[src/rtl/gate_test_sequencer.sv]
// gate_test_sequencer
// Applies the four input vectors {a,b} = 00,01,10,11 to a two-input gate under
// test. After each vector it waits SETTLE_CYCLES cycles, then compares the
// gate's output f against the function selected by gate_sel. gate_sel is
// latched at start.
//
// Ports
//   clk        rising-edge clock
//   rst        asynchronous active-high reset
//   start      level request to begin a run (only looked at in IDLE)
//   gate_sel   expected function: 00 AND, 01 OR, 10 XOR, 11 NAND
//   f          output of the gate under test
//   a, b       registered stimulus
//   busy       high in APPLY / SETTLE / CHECK
//   done       one-cycle pulse in DONE
//   pass       result of the last completed run
//   err_count  number of mismatching vectors (0..4)
//   fail_vec   bit i set when vector i mismatched
//   vec_idx    index of the current vector
//
// state  | meaning
// -------+------------------------------------------------------------
// IDLE   | waiting for start; results of the previous run held
// APPLY  | new vector on a/b; settle counter loaded
// SETTLE | waiting SETTLE_CYCLES cycles for the gate output to settle
// CHECK  | f compared against the expected value; advance or finish
// DONE   | done pulse; pass updated from err_count

module gate_test_sequencer #(
    parameter int SETTLE_CYCLES = 2
) (
    input  logic       clk,
    input  logic       rst,
    input  logic       start,
    input  logic [1:0] gate_sel,
    input  logic       f,
    output logic       a,
    output logic       b,
    output logic       busy,
    output logic       done,
    output logic       pass,
    output logic [2:0] err_count,
    output logic [3:0] fail_vec,
    output logic [1:0] vec_idx
);

    localparam logic [2:0] S_IDLE   = 3'd0;
    localparam logic [2:0] S_APPLY  = 3'd1;
    localparam logic [2:0] S_SETTLE = 3'd2;
    localparam logic [2:0] S_CHECK  = 3'd3;
    localparam logic [2:0] S_DONE   = 3'd4;

    localparam logic [3:0] SETTLE_LOAD = 4'(SETTLE_CYCLES);

    logic [2:0] state;
    logic [1:0] sel_q;
    logic [3:0] settle_cnt;
    logic       expected;
    logic       mismatch;
    logic [1:0] next_idx;

    always_comb begin
        expected = 1'b0;
        case (sel_q)
            2'b00:   expected = a & b;
            2'b01:   expected = a | b;
            2'b10:   expected = a ^ b;
            default: expected = ~(a & b);
        endcase
    end

    assign mismatch = (f != expected);
    assign next_idx = vec_idx + 2'd1;

    // Decoded straight from the state register so reset clears them at once.
    assign busy = (state == S_APPLY) || (state == S_SETTLE) || (state == S_CHECK);
    assign done = (state == S_DONE);

    always_ff @(posedge clk or posedge rst) begin
        if (rst) begin
            state      <= S_IDLE;
            sel_q      <= 2'b00;
            settle_cnt <= 4'd0;
            a          <= 1'b0;
            b          <= 1'b0;
            pass       <= 1'b0;
            err_count  <= 3'd0;
            fail_vec   <= 4'b0000;
            vec_idx    <= 2'b00;
        end else begin
            case (state)
                S_IDLE: begin
                    if (start) begin
                        state     <= S_APPLY;
                        sel_q     <= gate_sel;
                        vec_idx   <= 2'b00;
                        err_count <= 3'd0;
                        fail_vec  <= 4'b0000;
                        pass      <= 1'b0;
                        // Stimulus is set on entry to APPLY so it is already
                        // driven during the APPLY cycle.
                        a         <= 1'b0;
                        b         <= 1'b0;
                    end
                end
                S_APPLY: begin
                    settle_cnt <= SETTLE_LOAD;
                    state      <= (SETTLE_CYCLES == 0) ? S_CHECK : S_SETTLE;
                end
                S_SETTLE: begin
                    // Down-counter: the cycle that sees count 1 is the last
                    // settle cycle.
                    settle_cnt <= settle_cnt - 4'd1;
                    if (settle_cnt <= 4'd1) begin
                        state <= S_CHECK;
                    end
                end
                S_CHECK: begin
                    if (mismatch) begin
                        err_count         <= err_count + 3'd1;
                        fail_vec[vec_idx] <= 1'b1;
                    end
                    if (vec_idx == 2'd3) begin
                        state <= S_DONE;
                    end else begin
                        vec_idx <= next_idx;
                        a       <= next_idx[1];
                        b       <= next_idx[0];
                        state   <= S_APPLY;
                    end
                end
                S_DONE: begin
                    pass  <= (err_count == 3'd0);
                    state <= S_IDLE;
                end
                default: begin
                    state <= S_IDLE;
                end
            endcase
        end
    end

endmodule

[config.mk]
export PLATFORM = sky130hd
export DESIGN_NAME = gate_test_sequencer
export DESIGN_NICKNAME = d
export VERILOG_FILES = /design/src/rtl/gate_test_sequencer.sv
export SDC_FILE = /design/constraint.sdc
export NUM_CORES = 1
export LEC_CHECK = 0
export CAP_MARGIN = 20
export CORE_UTILIZATION = 30
export CTS_BUF_LIST = sky130_fd_sc_hd__clkbuf_4 sky130_fd_sc_hd__clkbuf_8
export CTS_CLUSTER_SIZE = 28
export DETAILED_ROUTE_END_ITERATION = 10
export GPL_TIMING_DRIVEN = 0
export SLEW_MARGIN = 20
export SYNTH_ARGS = -nofsm -noshare
export SYNTH_HDL_FRONTEND = slang
export SYNTH_SLANG_ARGS = --single-unit
[constraint.sdc]
create_clock -name clk -period 1.8 [get_ports clk]
set_input_delay 0.27 -clock clk [delete_from_list [all_inputs] [get_ports clk]]
set_output_delay 0.27 -clock clk [all_outputs]
set_load 0.02 [all_outputs]
==> results of run 1 <==
[Yosys cell counts]
cell type  instances  share of area (%)
dfrtp_1           19                 45
ha_1              10                 12
inv_1             10                3.6
nor2_1             8                2.8
o21ai_0            7                3.3
a21oi_1            6                2.8
nor3_1             4                1.9
a22o_2             3                2.8
mux2_2             3                3.2
nand2_1            3                1.1
a22o_1             2                1.7
and2_1             2                1.2
buf_4              2                1.4
clkbuf_1           2               0.71
mux2i_1            2                1.9
nand3_1            2               0.95
o22a_1             2                1.7
xnor2_1            2                1.7
a211o_1            1               0.83
a211oi_1           1               0.71
a22oi_1            1               0.71
a31oi_1            1               0.59
a32o_1             1               0.95
and2_4             1               0.83
and4_1             1               0.83
buf_2              1               0.47
mux2_1             1                1.1
nor4_1             1               0.59
nor4b_1            1               0.83
o21bai_1           1               0.71
o22ai_1            1               0.59
o31ai_1            1               0.71
[path summary, 6_finish.rpt]
kind                       start            end  slack [ps]  cells past startpoint
max in group asynchronous    rst              a         910                      2
min reg2reg                 pass           pass         510                      1
max reg2reg                    a   err_count[2]        -100                      7
min                          rst  settle_cnt[3]         390                      2
max                            a   err_count[2]        -100                      7
min in group clk            pass           pass         510                      1
[what timing repair did]
item                       CTS  global route
pin swaps                    2             3
gates resized for setup      6            12
hold buffers                 0             0
setup endpoints to repair    8            10
gates cloned                 0             0
buffers inserted             5             4
[sequential cells by signal (all words and copies together), names as in the netlist]
| register | count |
|---|---|
| a | 1 |
| err_count | 3 |
| pass | 1 |
| sel_q | 2 |
| vec_idx | 1 |
| fail_vec | 4 |
| settle_cnt | 4 |
| state | 3 |
[logic make-up after synthesis]
family / count (synthesis) / synth area share (%)
mux: 6 / 6.16
compound gates: 28 / 18.1
buf+inv: 15 / 6.16
simple gates: 23 / 11.0
flops: 19 / 45.0
fa+ha+maj: 10 / 11.8
xor+xnor: 2 / 1.66
[final cells by class]
class,count,area [um2],area share [%]
flip-flops and latches,19,478,32.5
repair buffers,28,256,17.5
multi-input cells,69,578,39.4
well taps,46,57.6,3.92
clock buffers,4,30.0,2.04
plain buffers,5,28.8,1.96
inverters,10,40.0,2.73
[worst reg2reg max path: stages (launching register included)]
cell and delay [ps]:
dfrtp_2 480, inv_4 90, ha_4 200, mux2_4 270
mux2i_4 170, xnor2_2 130, and4_1 190, a211o_1 270
[routing by layer]
metal	part of all wire, %	up-vias	track usage [%]	routed length [um]
li1	-	427	-	-
met1	44	441	17.3	1020
met2	51	16	25.9	1210
met3	4.3	2	4.83	100
met4	0.72	0	4.76	17
met5	0	-	0	0
[power groups by stage]
stage	Clock, mW	Sequential [mW]	Combinational (mW)
finish	0.232	0.745	1.41
global route	0.271	0.769	1.55
CTS	0.246	0.730	1.28
detailed placement	0	0.749	1.19
global placement	0	0.739	1.17
floorplan	0	0.800	0.751
[through the flow]
step / setup WS [ps] / utilization, % / hold WS, ps / TNS (ps) / cell area (um2)
2_1_floorplan: -84.3 / - / 221 / -133 / 1080
3_3_place_gp: -167 / 39.4 / 480 / -520 / 1330
3_5_place_dp: -190 / 39.4 / 488 / -704 / 1330
4_1_cts: -91.0 / 41.6 / 420 / -260 / 1400
5_1_grt: -160 / 43.7 / 444 / -613 / 1470
6_report: -99.8 / 43.7 / 386 / -233 / 1470
==> reports/metrics.cfg, run 1 <==
[layout]
area_growth_pct=39.1
final.fill_count=355
final_cell_mix=17 x dfrtp_1, 13 x buf_4, 13 x clkdlybuf4s50_1, 8 x inv_1, 8 x nor2_1
final_cells=181
diodes=0
drive_above_1_share_pct=28.1
mostFrequentLayoutCell=dfrtp_1
final_nets=152

[floorplanning]
io_pins=20
die_w_um=61.3
core_area_um2=3360
die_h_um=61.3
dieArea_um2=3760
start_util_pct=31.4
rows=21

[sta]
worst_slack_ps=-99.8
min_period_ps=1900
rsz0062_at_grt=yes
timing.final.crit_share_pct=106
finalClockSkew_ps=4.40
maxSlewViolCount=0
max_slew_margin_pct=51.7
fmax_mhz=526
worst_pin_slew_ps=723
hold_viol=0
final-setup-viol-count=5

[global_routing]
grt_overflow=0
grt_max_degree=20
antenna_found_initial=0
grt_pass1_wl_um=3970
grt_usage_pct=14.8
grt_pass1_vias=891

[critical_path]
critPathTopFamily=flip-flops
slowest_stage=dfrtp_2
cp_max_fo=6
worst_setup_path_start_kind=register
cp_num_buf_inv=1
slowest_delay_ps=480
worstPathCellList=inv_4 > ha_4 > mux2_4 > mux2i_4 > xnor2_2 > and4_1 > a211o_1
cp-end-kind=register
crit_type=reg2reg
cp.required_ps=1980
arrival_ps=2080

[pwr]
p_switching_mw=0.973
seqPwrFrac_pct=31.2
power.share.switching_pct=40.7
power_density_nw_per_um2=1630
p_comb_share_pct=59.1
power_leakage_nw=0.691
peakVddDrop_v=0.000710
power.total_mw=2.39
p_clk_share_pct=9.7
intPower_mw=1.42

[cts]
cts_made_buffers=3
cts_root_buffer=clkbuf_4
cts_tree=yes
clk_latency_ps=290
ctsLongestPathBuffers=2
cts.htree.levels=1
clk_pin_slew_worst_paths_ps=110
cts_sinks=19

[drt]
vias=886
post_drt_wl_per_cell_um=13.0
drc=0
wl_um=2350
first_pass_iters=4
ant_nets=0
drtIter0Drc=46
viasPerCell=4.90

[synth]
syn_inst=103
netlist_area_um2=1060
ys_seq_elements=19
ys_warn_count=0
synth.avg_cell_area_um2=10.3
synth_fp_nets=119
synth_seq_area_share_pct=45.0
synth.distinct_cells=32

[place]
port_buffers=19
hpwl_um=1640
placed_cells=168
gp_congestion=0.744

[run_status]
status=finished, violations left
violations=negative setup slack

[flow_run]
maxCapViolCount=0

[worst_hold_path]
hold_class=in2async

Power figures use the tool's default switching activity.
==> run 2, diff against run 1 <==
CTS_BUF_LIST = sky130_fd_sc_hd__clkbuf_16   (was sky130_fd_sc_hd__clkbuf_4 sky130_fd_sc_hd__clkbuf_8)
clock period = 2.3 ns   (was 1.8 ns; I/O delays follow)
==> run 2 against run 1 <==
  * The run now ends clean
  * Clock-buffer cell count fell by 1
  * Combinational power fell by 36%
  * Wire length fell by 5.3%
  * First-iteration DRC count rose by 15%
  * Hold slack improved by 110 ps
  * Sequential power fell by 23%
  * Final cell count fell by 5.0%
  * Power fell by 23%
  * Register-to-register slack improved by 270 ps
  * Final area fell by 5.7%
  * Maximum frequency fell by 11%
  * Via count fell by 3.8%
  * Largest cell class unchanged
  * Largest power group unchanged
  * Highest routed layer unchanged
==> reports/metrics.cfg, run 2 (synthesized netlist as in run 1, its figures left out) <==
[floorplanning]
die_h_um=61.3  ; unchanged
start_util_pct=31.4  ; unchanged
die_w_um=61.3  ; unchanged
dieArea_um2=3760  ; unchanged
io_pins=20  ; unchanged
core_area_um2=3360  ; unchanged
rows=21  ; unchanged

[worst_hold_path]
hold_depth=1
hold_class=reg2reg

[layout]
final_cells=172  ; -5.0%
final_cell_mix=19 x clkdlybuf4s50_1, 17 x dfrtp_1, 11 x inv_1, 10 x ha_1, 8 x nor2_1
biggestRegsByFlops=fail_vec: 4 flops, settle_cnt: 4 flops
mostFrequentLayoutCell=clkdlybuf4s50_1
drive_above_1_share_pct=11.9  ; -16 points
final_util_pct=41.2  ; -2.5 points
final_nets=143  ; -5.9%
area_growth_pct=31.2
diodes=0  ; unchanged

[sta]
hold_viol=0  ; unchanged
worst_pin_slew_ps=739  ; +16.2 ps
min_period_ps=2130  ; +225 ps
max_slew_margin_pct=50.7  ; -1.1 points
final-setup-viol-count=0  ; -5
rsz0062_at_grt=no
fmax_mhz=471  ; -11%
finalClockSkew_ps=5.56  ; +1.17 ps
maxSlewViolCount=0  ; unchanged
tns_ps=0  ; +233 ps
timing.final.crit_share_pct=92.4  ; -13 points

[critical_path]
slowest_stage=dfrtp_2
reg2reg_depth=7  ; unchanged
r2r-end=err_count[2]
cp-startpoint=a
crit_end=err_count[2]
cp_max_fo=7  ; +1
reg2reg_from=a
worstPathCellList=inv_1 > ha_1 > mux2_1 > mux2i_1 > xnor2_1 > a211oi_1 > a211o_1
cp-end-kind=register
cp.required_ps=2440  ; +460 ps
arrival_ps=2270  ; +190 ps
slowest_delay_ps=430  ; -50 ps
worst_setup_path_start_kind=register
crit_type=reg2reg
reg2reg_slack_ps=170  ; +270 ps

[place]
hpwl_um=1580  ; -3.7%
placed_cells=168  ; unchanged
gp_congestion=0.765  ; +2.8%
port_buffers=19  ; unchanged

[pwr]
power.total_mw=1.84  ; -23%
peakVddDrop_v=0.000604  ; -15%
power_density_nw_per_um2=1330  ; -18%
power_leakage_nw=0.625  ; -9.5%

[cts]
clk_pin_slew_worst_paths_ps=60  ; -50 ps
clk_latency_ps=250  ; -40 ps
cts_root_buffer=clkbuf_16
cts_sinks=19  ; unchanged
cts.htree.levels=1  ; unchanged
cts_tree=yes
ctsLongestPathBuffers=2  ; unchanged
cts_made_buffers=3  ; unchanged
postCtsSetupRepairBufs=0  ; -5

[global_routing]
grt_pass1_wl_um=3600  ; -9.2%
grt_overflow=0  ; unchanged
antenna_found_initial=0  ; unchanged
grt_usage_pct=13.4  ; -1.4 points
grt_max_degree=20  ; unchanged
grt_pass1_vias=823  ; -7.6%

[drt]
top_layer=met4
vias=852  ; -3.8%
viasPerCell=4.95  ; +1.2%
met2_length_um=1100  ; -8.9%
first_pass_iters=4  ; unchanged
wl_um=2220  ; -5.3%
met1Wirelength_um=961  ; -6.0%
drc=0  ; unchanged
ant_nets=0  ; unchanged
drtIter0Drc=53  ; +15%
routed-wl-met3_um=132  ; +32%
post_drt_wl_per_cell_um=12.9  ; -0.33%

[run_status]
status=completed

[flow_run]
maxCapViolCount=0  ; unchanged

[run 2: cell types whose count changed in the layout (fill, tap and decap cells not counted), sizes merged]
cell | before | now
buf | 14 | 3
clkdlybuf4s50 | 13 | 19
dlymetal6s2s | 2 | 0
clkbuf | 6 | 5
clkdlybuf4s15 | 1 | 0
dlygate4sd2 | 1 | 0
inv | 10 | 11
[run 2: cell type report]
type                    instances  area, um2
clock inverters                 1       3.75
flip-flops and latches         19        478
fillers                       345       1980
well taps                      46       57.6
repair buffers                 19        190
plain buffers                   5       27.5
inverters                      10       37.5
clock buffers                   3       75.1
multi-input cells              69        515
[run 2: worst max-delay path, delay by kind of cell, from the launching register on]
family	cells	cell delay [ps]
flops	1	430
mux	2	470
xor+xnor	1	270
compound gates	2	420
fa+ha+maj	1	330
buf+inv	1	100
[run 2: worst min-delay path by stage]
stage / startpoint / endpoint
2_1_floorplan: rst / a
6_report: pass / pass
4_1_cts: pass / pass
3_5_place_dp: pass / pass
3_3_place_gp: pass / pass
5_1_grt: pass / pass
[run 2: what timing repair did]
item                                    CTS  global route
endpoints found under the setup margin    0             2
resized for setup                         0             2
hold buffers                              0             0
[run 2: per-layer routing]
layer	vias to the layer above	GRT usage, %
met5	-	0
met4	0	4.76
met3	5	4.83
met2	19	22.5
met1	418	16.0
li1	410	-
[run 2: report_power, final]
part,internal [mW],leakage [nW],switching [mW]
Clock,0.232,0.0423,0.129
Combinational,0.428,0.340,0.475
Sequential,0.459,0.243,0.118
Total,1.12,0.625,0.721
[run 2: per-stage QoR]
stage | hold WS, ps | setup WS [ps] | cell area [um2]
finish | 495 | 175 | 1390
global route | 523 | 72.3 | 1390
CTS | 498 | 94.9 | 1380
detailed placement | 485 | 108 | 1300
global placement | 480 | 163 | 1300
floorplan | 296 | 219 | 1060
